**config.mk**
```make
export PLATFORM = sky130hd
export DESIGN_NAME = multicycle_ctrl
export DESIGN_NICKNAME = d
export VERILOG_FILES = /design/src/rtl/multicycle_ctrl_pkg.sv /design/src/rtl/multicycle_ctrl_classify.sv /design/src/rtl/multicycle_ctrl.sv
export SDC_FILE = /design/constraint.sdc
export NUM_CORES = 1
export LEC_CHECK = 0
export CAP_MARGIN = 25
export CELL_PAD_IN_SITES_DETAIL_PLACEMENT = 1
export CELL_PAD_IN_SITES_GLOBAL_PLACEMENT = 2
export CORE_AREA = 4 4 93 95
export DETAILED_ROUTE_END_ITERATION = 10
export DIE_AREA = 0 0 97 99
export MAX_ROUTING_LAYER = met4
export PLACE_DENSITY_LB_ADDON = 0.12
export SYNTH_ARGS = -nofsm -noshare
export SYNTH_HDL_FRONTEND = slang
export SYNTH_SLANG_ARGS = --single-unit
```
**constraint.sdc**
```tcl
create_clock -name clk -period 5.1 [get_ports clk]
set_input_delay 1.02 -clock clk [delete_from_list [all_inputs] [get_ports clk]]
set_output_delay 1.02 -clock clk [all_outputs]
set_load 0.01 [all_outputs]
```
**src/rtl/multicycle_ctrl_pkg.sv**
```systemverilog
// Shared types and encodings for the multi-cycle RV32I sequencer.
// Holds the state enum, instruction classes, opcode constants and the
// datapath select encodings (alu_op values match the ALU decoder).
package multicycle_ctrl_pkg;

  localparam int unsigned OPCODE_W = 7;
  localparam int unsigned SEL_W    = 2;
  localparam int unsigned CNT_W    = 32;

  typedef enum logic [2:0] {
    ST_FETCH  = 3'd0,
    ST_DECODE = 3'd1,
    ST_EXEC   = 3'd2,
    ST_MEM    = 3'd3,
    ST_WB     = 3'd4,
    ST_HALT   = 3'd5
  } state_t;

  typedef enum logic [3:0] {
    CL_R       = 4'd0,
    CL_IMM     = 4'd1,
    CL_LOAD    = 4'd2,
    CL_STORE   = 4'd3,
    CL_BRANCH  = 4'd4,
    CL_JAL     = 4'd5,
    CL_JALR    = 4'd6,
    CL_SYS     = 4'd7,
    CL_ILLEGAL = 4'd8
  } iclass_t;

  // RV32I major opcodes (IR[6:0])
  localparam logic [OPCODE_W-1:0] OP_R      = 7'b0110011;
  localparam logic [OPCODE_W-1:0] OP_IMM    = 7'b0010011;
  localparam logic [OPCODE_W-1:0] OP_LOAD   = 7'b0000011;
  localparam logic [OPCODE_W-1:0] OP_STORE  = 7'b0100011;
  localparam logic [OPCODE_W-1:0] OP_BRANCH = 7'b1100011;
  localparam logic [OPCODE_W-1:0] OP_JAL    = 7'b1101111;
  localparam logic [OPCODE_W-1:0] OP_JALR   = 7'b1100111;
  localparam logic [OPCODE_W-1:0] OP_SYSTEM = 7'b1110011;

  // alu_op
  localparam logic [SEL_W-1:0] ALU_ADD    = 2'b00;
  localparam logic [SEL_W-1:0] ALU_BRANCH = 2'b01;
  localparam logic [SEL_W-1:0] ALU_FUNCT  = 2'b10;

  // alu_src_a
  localparam logic [SEL_W-1:0] SRCA_PC    = 2'b00;
  localparam logic [SEL_W-1:0] SRCA_OLDPC = 2'b01;
  localparam logic [SEL_W-1:0] SRCA_RS1   = 2'b10;

  // alu_src_b
  localparam logic [SEL_W-1:0] SRCB_RS2   = 2'b00;
  localparam logic [SEL_W-1:0] SRCB_FOUR  = 2'b01;
  localparam logic [SEL_W-1:0] SRCB_IMM   = 2'b10;

  // wb_sel
  localparam logic [SEL_W-1:0] WB_ALUOUT  = 2'b00;
  localparam logic [SEL_W-1:0] WB_MDR     = 2'b01;
  localparam logic [SEL_W-1:0] WB_PC      = 2'b10;

  // pc_src and mem_addr_sel
  localparam logic PCSRC_ALU   = 1'b0;
  localparam logic PCSRC_ALUOUT = 1'b1;
  localparam logic ADDR_PC     = 1'b0;
  localparam logic ADDR_ALUOUT = 1'b1;

endpackage

```
**src/rtl/multicycle_ctrl_classify.sv**
```systemverilog
// insn_classify: combinational opcode-to-class map.
// Ports: i_opcode (IR[6:0]) in, o_class (instruction class) out.
module insn_classify
  import multicycle_ctrl_pkg::*;
(
  input  logic [OPCODE_W-1:0] i_opcode,
  output iclass_t             o_class
);

  always_comb begin
    o_class = CL_ILLEGAL;
    case (i_opcode)
      OP_R:      o_class = CL_R;
      OP_IMM:    o_class = CL_IMM;
      OP_LOAD:   o_class = CL_LOAD;
      OP_STORE:  o_class = CL_STORE;
      OP_BRANCH: o_class = CL_BRANCH;
      OP_JAL:    o_class = CL_JAL;
      OP_JALR:   o_class = CL_JALR;
      OP_SYSTEM: o_class = CL_SYS;
      default:   o_class = CL_ILLEGAL;
    endcase
  end

endmodule

```
**src/rtl/multicycle_ctrl.sv**
```systemverilog
// multicycle_ctrl: FETCH/DECODE/EXEC/MEM/WB/HALT sequencer for the RV32I
// multi-cycle core. Drives datapath selects and write enables, owns the
// memory request handshake, counts retired instructions and holds the
// sticky halted/illegal flags.
// Ports:
//   clk, reset (sync, active-high)
//   opcode, branch_taken, mem_ready                       - inputs
//   mem_req, mem_we, mem_addr_sel                         - memory port
//   ir_we, mdr_we, pc_we, pc_src, reg_we, wb_sel          - datapath enables
//   alu_src_a, alu_src_b, alu_op                          - ALU controls
//   instr_done, instret, halted, illegal                  - status
module multicycle_ctrl
  import multicycle_ctrl_pkg::*;
(
  input  logic                clk,
  input  logic                reset,
  input  logic [OPCODE_W-1:0] opcode,
  input  logic                branch_taken,
  input  logic                mem_ready,
  output logic                mem_req,
  output logic                mem_we,
  output logic                mem_addr_sel,
  output logic                ir_we,
  output logic                mdr_we,
  output logic                pc_we,
  output logic                pc_src,
  output logic                reg_we,
  output logic [SEL_W-1:0]    wb_sel,
  output logic [SEL_W-1:0]    alu_src_a,
  output logic [SEL_W-1:0]    alu_src_b,
  output logic [SEL_W-1:0]    alu_op,
  output logic                instr_done,
  output logic [CNT_W-1:0]    instret,
  output logic                halted,
  output logic                illegal
);

  state_t           r_state;
  state_t           w_next;
  iclass_t          w_class;
  logic [CNT_W-1:0] r_instret;
  logic             r_halted;
  logic             r_illegal;
  logic             w_halt_set;
  logic             w_ill_set;

  insn_classify u_classify (
    .i_opcode (opcode),
    .o_class  (w_class)
  );

  // State register, retired counter and sticky flags
  always_ff @(posedge clk) begin
    if (reset) begin
      r_state   <= ST_FETCH;
      r_instret <= '0;
      r_halted  <= 1'b0;
      r_illegal <= 1'b0;
    end else begin
      r_state <= w_next;
      if (instr_done) begin
        r_instret <= r_instret + CNT_W'(1);
      end
      if (w_halt_set) begin
        r_halted <= 1'b1;
      end
      if (w_ill_set) begin
        r_illegal <= 1'b1;
      end
    end
  end

  // Next state and Mealy outputs; reset forces every strobe low that cycle
  always_comb begin
    w_next       = r_state;
    w_halt_set   = 1'b0;
    w_ill_set    = 1'b0;
    mem_req      = 1'b0;
    mem_we       = 1'b0;
    mem_addr_sel = ADDR_PC;
    ir_we        = 1'b0;
    mdr_we       = 1'b0;
    pc_we        = 1'b0;
    pc_src       = PCSRC_ALU;
    reg_we       = 1'b0;
    wb_sel       = WB_ALUOUT;
    alu_src_a    = SRCA_PC;
    alu_src_b    = SRCB_RS2;
    alu_op       = ALU_ADD;
    instr_done   = 1'b0;

    if (!reset) begin
      case (r_state)
        ST_FETCH: begin
          mem_req      = 1'b1;
          mem_addr_sel = ADDR_PC;
          alu_src_a    = SRCA_PC;
          alu_src_b    = SRCB_FOUR;
          alu_op       = ALU_ADD;
          if (mem_ready) begin
            ir_we  = 1'b1;
            pc_we  = 1'b1;
            pc_src = PCSRC_ALU;
            w_next = ST_DECODE;
          end
        end

        // ALUOUT captures OLDPC+imm as the branch/JAL target
        ST_DECODE: begin
          alu_src_a = SRCA_OLDPC;
          alu_src_b = SRCB_IMM;
          alu_op    = ALU_ADD;
          case (w_class)
            CL_SYS: begin
              w_next     = ST_HALT;
              w_halt_set = 1'b1;
            end
            CL_ILLEGAL: begin
              w_next     = ST_HALT;
              w_halt_set = 1'b1;
              w_ill_set  = 1'b1;
            end
            default: w_next = ST_EXEC;
          endcase
        end

        ST_EXEC: begin
          case (w_class)
            CL_R: begin
              alu_src_a = SRCA_RS1;
              alu_src_b = SRCB_RS2;
              alu_op    = ALU_FUNCT;
              w_next    = ST_WB;
            end
            CL_IMM: begin
              alu_src_a = SRCA_RS1;
              alu_src_b = SRCB_IMM;
              alu_op    = ALU_FUNCT;
              w_next    = ST_WB;
            end
            CL_LOAD, CL_STORE: begin
              alu_src_a = SRCA_RS1;
              alu_src_b = SRCB_IMM;
              alu_op    = ALU_ADD;
              w_next    = ST_MEM;
            end
            CL_BRANCH: begin
              alu_src_a  = SRCA_RS1;
              alu_src_b  = SRCB_RS2;
              alu_op     = ALU_BRANCH;
              pc_we      = branch_taken;
              pc_src     = PCSRC_ALUOUT;
              instr_done = 1'b1;
              w_next     = ST_FETCH;
            end
            CL_JAL: begin
              pc_we      = 1'b1;
              pc_src     = PCSRC_ALUOUT;
              reg_we     = 1'b1;
              wb_sel     = WB_PC;
              instr_done = 1'b1;
              w_next     = ST_FETCH;
            end
            CL_JALR: begin
              alu_src_a = SRCA_RS1;
              alu_src_b = SRCB_IMM;
              alu_op    = ALU_ADD;
              w_next    = ST_WB;
            end
            // Opcode changed under us after DECODE: park as illegal
            default: begin
              w_next     = ST_HALT;
              w_halt_set = 1'b1;
              w_ill_set  = 1'b1;
            end
          endcase
        end

        ST_MEM: begin
          mem_req      = 1'b1;
          mem_addr_sel = ADDR_ALUOUT;
          mem_we       = (w_class == CL_STORE);
          if (mem_ready) begin
            if (w_class == CL_STORE) begin
              instr_done = 1'b1;
              w_next     = ST_FETCH;
            end else begin
              mdr_we = 1'b1;
              w_next = ST_WB;
            end
          end
        end

        ST_WB: begin
          reg_we     = 1'b1;
          instr_done = 1'b1;
          w_next     = ST_FETCH;
          case (w_class)
            CL_LOAD: wb_sel = WB_MDR;
            CL_JALR: begin
              wb_sel = WB_PC;
              pc_we  = 1'b1;
              pc_src = PCSRC_ALUOUT;
            end
            default: wb_sel = WB_ALUOUT;
          endcase
        end

        ST_HALT: w_next = ST_HALT;

        default: w_next = ST_FETCH;
      endcase
    end
  end

  assign instret = r_instret;
  assign halted  = r_halted;
  assign illegal = r_illegal;

endmodule

```
After elaboration in Yosys (flattened, before gate mapping)
Cells that the tools add are included.
{"block": "word_totals", "ff_bits": 37, "in_bits": 11, "output_inout_bits": 51, "elab_cells": 94}
{"block": "classes", "n_addsub": 1, "eq_ne": 23, "mux": 54, "n_reduce_logical": 12}
{"cell": "32-bit by 1-bit adder with 32-bit output, second input constant", "count": 1}
{"cell": "4-bit case mux with 8 select lines", "count": 1}
{"cell": "7-bit == test, second input constant", "count": 4}
{"cell": "1-bit two-way mux", "count": 27}
{"cell": "4-bit by 3-bit == test with 1-bit output, second input constant", "count": 4}
{"cell": "2-bit two-way mux", "count": 8}
{"cell": "2-bit case mux with 2 select lines", "count": 4}
{"cell": "3-bit case mux with 5 select lines", "count": 1}
{"cell": "7-bit by 6-bit == test with 1-bit output, second input constant", "count": 2}
{"cell": "3-bit two-way mux", "count": 4}
{"cell": "1-bit case mux with 2 select lines", "count": 5}
{"cell": "2-bit OR reduction", "count": 5}
{"cell": "3-bit case mux with 3 select lines", "count": 1}
{"cell": "4-bit by 2-bit == test with 1-bit output, second input constant", "count": 2}
{"cell": "7-bit by 2-bit == test with 1-bit output, second input constant", "count": 1}
{"cell": "7-bit by 5-bit == test with 1-bit output, second input constant", "count": 1}
{"cell": "7-bit OR reduction", "count": 1}
{"cell": "3-bit by 2-bit == test with 1-bit output, second input constant", "count": 2}
{"cell": "3-bit == test, second input constant", "count": 2}
{"cell": "1-bit case mux with 3 select lines", "count": 2}
{"cell": "2-bit case mux with 3 select lines", "count": 1}
{"cell": "6-bit OR reduction", "count": 1}
{"cell": "4-bit by 1-bit == test with 1-bit output, second input constant", "count": 1}
{"cell": "4-bit == test, second input constant", "count": 1}
{"cell": "other kinds (7)", "count": 8}

Logic depth before layout (Yosys ltp)
Gate-level depths: netlist of run 1.
{"block": "logic_depth", "word_depth": 7, "ltp_mapped": 8, "depth_no_buf": 6}

By module
From an unflattened synthesis of run 1, not the netlist that was laid out.
{"block": "hier_totals", "cells_unflattened": 300, "hier_area_um2": 2359.8}
{"mod": "multicycle_ctrl", "instances": 1, "cells_each": 280, "area_per_inst_um2": 2238.4, "seq_area_each_um2": 740.7}
{"mod": "insn_classify", "instances": 1, "cells_each": 20, "area_per_inst_um2": 121.4, "seq_area_each_um2": 0.0}

Worst setup path before layout of run 1
OpenSTA, ideal clock, no wires.
{"block": "synth_timing", "path_type": "input port to output port", "startpoint": "in opcode[3]", "endpoint": "out alu_src_b[1]", "t_arrival_ns": 2.715, "required_ns": 4.080, "path_slack_ns": 1.365, "path_stages": 4, "n_path_buf": 1, "path_cell_list": "clkbuf_1 > nor4bb_1 > o21ai_0 > o41ai_1"}
{"block": "synth_between", "elab_chain_len": 7}
{"element": "from (decl)", "line_no": "multicycle_ctrl.sv:17", "text": "input logic [OPCODE_W-1:0] opcode,"}
{"element": "7-bit == test, or another cell as far along", "line_no": "multicycle_ctrl_classify.sv:12", "text": "case (i_opcode)"}
{"element": "4-bit case mux with 8 select lines *", "line_no": "multicycle_ctrl_classify.sv:12"}
{"element": "4-bit by 2-bit == test with 1-bit output, or another cell as far along", "line_no": "multicycle_ctrl.sv:128", "text": "case (w_class)"}
{"element": "4-bit OR reduction (no source line) *"}
{"element": "2-bit two-way mux *", "line_no": "multicycle_ctrl.sv:128"}
{"element": "2-bit case mux with 3 select lines *", "line_no": "multicycle_ctrl.sv:93", "text": "case (r_state)"}
{"element": "2-bit two-way mux *", "line_no": "multicycle_ctrl.sv:92", "text": "if (!reset) begin"}
{"element": "to (decl)", "line_no": "multicycle_ctrl.sv:30", "text": "output logic [SEL_W-1:0] alu_src_b,"}
Mark *: on every way between the ends. The rest lies on a longest branch, timed or not.

Worst setup path after layout of run 1
{"block": "layout_timing", "startpoint": "in opcode[4]", "endpoint": "out alu_src_b[1]"}
Same word-level chain as after synthesis.

==> results of run 1 <==
-- how the worst min path moves through the flow --
| stage | endpoint | slack (ps) | cells after the start |
|---|---|---|---|
| finish | halted | 480 | 2 |
| global route | halted | 520 | 2 |
| CTS | halted | 490 | 2 |
| detailed placement | halted | 470 | 2 |
| global placement | halted | 480 | 2 |
| floorplan | instret[31] | 500 | 2 |
-- cell families (layout without fill, tap and decap cells) --
| logic type | after synthesis | in the layout | share of synthesized area (%) |
|---|---|---|---|
| AND/OR/NAND/NOR | 135 | 135 | 34.1 |
| AO/OA/AOI/OAI | 85 | 85 | 24.5 |
| flip-flops | 37 | 37 | 33.6 |
| buffers and inverters | 22 | 82 | 3.91 |
| XOR/XNOR | 6 | 6 | 2.38 |
| multiplexers | 2 | 2 | 0.964 |
| adder cells (fa/ha/maj) | 1 | 1 | 0.567 |
-- sequential cells by signal, summed over array words and instances, names as in the netlist --
name	flops
halted	1
illegal	1
instret	32
r_state	3
-- worst max-delay path, stage by stage --
cell and delay [ps]:
clkdlybuf4s50_1 540, nand3b_1 310, nor2_1 460, o21ai_0 200
o41ai_1 340, clkdlybuf4s50_1 600
-- metal layers --
layer  up-vias  track usage [%]
li1       1202                -
met1      1149             19.9
met2        46             25.7
met3         7             2.41
met4         0             3.56
met5         -                -
-- power by group --
| part | switching (W) | total, W | internal [W] |
|---|---|---|---|
| Clock | 0.000110 | 0.000205 | 0.0000949 |
| Sequential | 0.00000817 | 0.000301 | 0.000293 |
| Combinational | 0.0000436 | 0.0000797 | 0.0000361 |
| Total | 0.000162 | 0.000586 | 0.000424 |
-- area by class of cell --
type	count	area [sq um]	share of cell area [%]
Sequential cell	37	741	24.6
Timing Repair Buffer	67	656	21.8
Tap cell	102	128	4.24
Multi-Input combinational cell	229	1380	45.8
Clock buffer	6	72.6	2.41
Inverter	7	26.3	0.872
Clock inverter	2	10.0	0.332
-- metrics by stage --
stage	cell area, sq um	hold slack (ps)	worst slack, ps	utilization (%)	power [W]
after global placement	2930	476	667	37.9	0.000389
after CTS	3010	488	638	39.0	0.000597
after floorplan	2210	496	1370	-	0.000349
after global routing	3010	523	460	39.0	0.000615
after detailed placement	2930	471	641	37.9	0.000388
final	3010	478	612	39.0	0.000586
-- Yosys cell counts (all sizes together), types with 4 or more instances --
cell type  instances
a21oi             34
and3               6
clkbuf            12
dfxtp             37
inv                7
nand2             23
nand2b             6
nand3             11
nand4             10
nor2              25
nor2b              5
nor3               7
nor4               6
o211ai             4
o21ai             20
o31ai             10
or3               18
or4                9
xor2               5
==> results.json, run 1 <==
{
  "status": "complete, no violations",
  "hold_buffers": 0,
  "cts_buffer_depth": 2,
  "clock_latency_ps": 290,
  "worstPathArrival_ps": 3470,
  "rsz0062_at_grt": "false",
  "synth_async_sr_flop_share_pct": 0,
  "top_layer_used": "met4",
  "gp_congestion": 0.819,
  "m1WireLength_um": 3440,
  "finalHoldViolations": 0,
  "final_layout_size_suffix_gt1_share_pct": 6.32,
  "cts_setup_buffers": 0,
  "timing.rr.start": "r_state[2]",
  "synth_top_area_share_pct": 33.6,
  "synth_ff_type": "dfxtp_1",
  "finalSetupViolations": 0,
  "yosysUniqueCellTypes": 48,
  "grt_max_degree": 20,
  "fillCellCount": 952,
  "cp.required_ps": 4080,
  "fin_setup_tns_ps": 0,
  "area_growth_pct": 36.5,
  "min_path_type": "reg -> reg",
  "synth_edf_count": 0,
  "fp.dieH_um": 99,
  "io_pins": 62,
  "via_per_inst": 5.34,
  "core_sq_um": 7730,
  "die_x_um": 97,
  "maxSlewHeadroom_pct": 37.8,
  "synth_nets": 300,
  "syn_inst": 288,
  "drcViolationCount": 0,
  "grt_pass1_vias": 2356,
  "wl_um": 7200,
  "grt_overflow": 0,
  "endpoint": "alu_src_b[1]",
  "synth_area_leaders": "dfxtp_1 (34%), a21oi_1 (7.7%), or3_1 (5.1%)",
  "rows": 32,
  "path_max_fanout": 8,
  "startpoint": "opcode[4]",
  "crit_type": "in -> out",
  "drt-initial-drc-count": 69,
  "r2r_cells": 5,
  "final_common_cell": "clkdlybuf4s50_1",
  "max_freq_ghz": 0.223,
  "io_buffer_count": 61,
  "h-tree-depth": 2,
  "ys_warn_count": 0,
  "p_leak_nw": 0.939,
  "cts_resized": 0,
  "instances_no_fill": 450,
  "dp.cells": 442,
  "maxSlewViolCount": 0,
  "synth_area_sq_um": 2210,
  "fin_nets": 359,
  "final_cell_mix": "clkdlybuf4s50_1 (61), dfxtp_1 (37), a21oi_1 (34), nor2_1 (25), nand2_1 (23)",
  "route.met2.wl_um": 3500,
  "wire_per_inst_um": 16.0,
  "synth_top_area_cell": "dfxtp_1",
  "cts_buffers": 5,
  "fin_crit_ps": 4490,
  "die_area_sq_um": 9600,
  "seq_area_frac_synth_pct": 33.6,
  "antenna_left": 0,
  "syn_avg_cell_area_sq_um": 7.66,
  "dr.pass1.iters": 4,
  "clk_pin_slew_ps": 70,
  "antenna_cells": 0,
  "initial_utilization_pct": 28.6,
  "synth_seq_cells": 37,
  "hpwl_um": 5480,
  "antenna_found_initial": 0,
  "r2r-end": "instret[31]",
  "wl_met3_um": 203,
  "cts-root-buf": "clkbuf_8",
  "p_per_area_nw_per_um2": 194,
  "max_slew.worst_pin.slew_ps": 929,
  "grt_pass1_wl_um": 12000,
  "fin_worst_skew_ps": 12.8,
  "maxCapViolations": 0,
  "ir_drop_v": 0.0000720,
  "hold_path.startpoint": "halted",
  "ff2ff_setup_slack_ps": 2380,
  "gr-usage-all-layers_pct": 15.5,
  "cts_tree": "yes",
  "vias": 2404,
  "finalCritPeriodShare_pct": 88.0,
  "critPathCaptureType": "primary output",
  "cts.sinks": 37,
  "setup.worst_path.start_class": "input port"
}
Note: power is estimated with default switching activity, not from simulation.
==> run 2: changes to the inputs <==
--- a/config.mk
+++ b/config.mk
@@ -13,4 +13,5 @@
 export DIE_AREA = 0 0 97 99
+export HOLD_SLACK_MARGIN = 0.03
 export MAX_ROUTING_LAYER = met4
-export PLACE_DENSITY_LB_ADDON = 0.12
+export PLACE_DENSITY_LB_ADDON = 0.1
 export SYNTH_ARGS = -nofsm -noshare
--- a/constraint.sdc
+++ b/constraint.sdc
@@ -3,2 +3,2 @@
 set_output_delay 1.02 -clock clk [all_outputs]
-set_load 0.01 [all_outputs]
+set_load 0.02 [all_outputs]
==> run 2 against run 1 <==
Highest routed layer unchanged. Worst setup slack worse by 40 ps. Largest cell class unchanged. Sequential share of layout area fell by 0.092 points. Die area is the same. Clock power rose by 3%. Clock skew decreased by 4.8 ps. Non-clock buffer count is 1 higher.
==> results.json, run 2 (same netlist as run 1, synthesis figures left out) <==
{
  "maxSlewViolCount": 0,
  "grt_overflow": 0,
  "die_area_sq_um": 9600,
  "antenna_found_initial": 0,
  "p_per_area_nw_per_um2": 199,
  "p_sw_share_pct": 27.1,
  "grt_pass1_wl_um": 12000,
  "fin_setup_tns_ps": 0,
  "path_max_fanout": 9,
  "instances_no_fill": 450,
  "maxSlewHeadroom_pct": 31.9,
  "final_layout_size_suffix_gt1_share_pct": 6.32,
  "clk_pin_slew_ps": 70,
  "critPathCaptureType": "primary output",
  "clock_latency_ps": 290,
  "cp.required_ps": 4080,
  "drcViolationCount": 0,
  "cts_buffer_depth": 2,
  "power_frac_comb_pct": 14.5,
  "pwr-share-clk_pct": 35.2,
  "finalCritPeriodShare_pct": 88.8,
  "die_x_um": 97,
  "slowest_stage": "clkdlybuf4s50_1",
  "dr.pass1.iters": 4,
  "status": "complete, no violations",
  "fin_worst_skew_ps": 7.97,
  "antenna_left": 0,
  "fp.dieH_um": 99,
  "finalHoldViolations": 0,
  "crit_type": "in -> out",
  "io_pins": 62,
  "finalSetupViolations": 0,
  "wl_um": 7360,
  "via_per_inst": 5.45,
  "final_cell_mix": "clkdlybuf4s50_1 (61), dfxtp_1 (37), a21oi_1 (34), nor2_1 (25), nand2_1 (23)",
  "cts_buffers": 5,
  "final_common_cell": "clkdlybuf4s50_1",
  "initial_utilization_pct": 28.6,
  "grt_pass1_vias": 2362,
  "wire_per_inst_um": 16.3,
  "max_freq_ghz": 0.221,
  "largest_reg_flops": 32,
  "antenna_cells": 0,
  "min_path_type": "reg -> reg",
  "crit_top_cell": "clkdlybuf4s50_1",
  "core_sq_um": 7730,
  "stdcell_area_sq_um": 3020,
  "max_slew.worst_pin.slew_ps": 1010,
  "postPlaceCellArea_sq_um": 2940,
  "cts.sinks": 37,
  "fillCellCount": 955,
  "cts_setup_buffers": 0,
  "gr-usage-all-layers_pct": 15.4,
  "crit_path_max_incr_delay_ps": 670,
  "grt_max_degree": 27,
  "cts_resized": 0,
  "p_leak_nw": 0.944,
  "hold_depth": 2,
  "power_frac_seq_pct": 50.3,
  "rows": 32,
  "drt-initial-drc-count": 55,
  "setup.worst_path.start_class": "input port",
  "gp_congestion": 0.858,
  "r2r_cells": 5,
  "rsz0062_at_grt": "false",
  "power.net_switching_w": 0.000163,
  "fin_nets": 360,
  "fin_crit_ps": 4530,
  "ff2ff_setup_slack_ps": 2350,
  "maxCapViolations": 0,
  "vias": 2452,
  "worstPathArrival_ps": 3510,
  "cts-root-buf": "clkbuf_8",
  "hold_buffers": 0,
  "dp.cells": 443,
  "path_cells": "clkdlybuf4s50_1 -> nand3b_1 -> nor2_1 -> o21ai_0 -> o41ai_1 -> clkdlybuf4s50_1",
  "internal_power_w": 0.000438,
  "area_growth_pct": 37.0,
  "h-tree-depth": 2,
  "hpwl_um": 5540,
  "ir_drop_v": 0.0000809,
  "cts_tree": "yes",
  "io_buffer_count": 61
}
[run 2: changes by cell type in the layout (fill, tap and decap cells not counted), sizes merged]
cell	delta
buf	+1
clkbuf	+1
clkinv	-2
[run 2: metal layers]
metal | up-vias | wire [um] | global-route usage, %
met3 | 6 | 226 | 2.55
li1 | 1209 | - | -
met5 | - | 0 | -
met1 | 1186 | 3520 | 19.2
met4 | 0 | 72 | 3.89
met2 | 51 | 3540 | 26.0
[run 2: final timing paths]
kind | end | start
setup / recovery | alu_src_b[1] | opcode[6]
hold / removal | halted | halted
setup reg to reg | instret[18] | instret[5]
hold reg to reg | halted | halted
[run 2: per-stage QoR]
step                setup WS [ps]  util (%)  hold slack [ps]  total power, W
floorplan                    1070         -              551        0.000355
CTS                           592      39.1              483        0.000611
detailed placement            622      38.0              466        0.000396
finish                        572      39.1              475        0.000600
global placement              608      38.0              476        0.000397
global route                  334      39.1              523        0.000628
[run 2: worst max-delay path, delay by kind of cell]
kind | cells | cell delay (ps)
buffers and inverters | 2 | 1300
AND/OR/NAND/NOR | 2 | 670
AO/OA/AOI/OAI | 2 | 520
[run 2: area by class of cell]
cell class	count	area (sq um)	area share, %
clock buffers	7	86.3	2.85
repair buffers	68	663	21.9
flip-flops and latches	37	741	24.5
inverters	7	26.3	0.869
multi-input cells	229	1380	45.6
well taps	102	128	4.22
[run 2: power groups by stage]
stage	clock (W)	sequential [W]	combinational, W
floorplan	0	0.000306	0.0000496
global placement	0	0.000308	0.0000882
detailed placement	0	0.000308	0.0000874
CTS	0.000221	0.000301	0.0000881
global route	0.000231	0.000303	0.0000946
finish	0.000211	0.000302	0.0000873
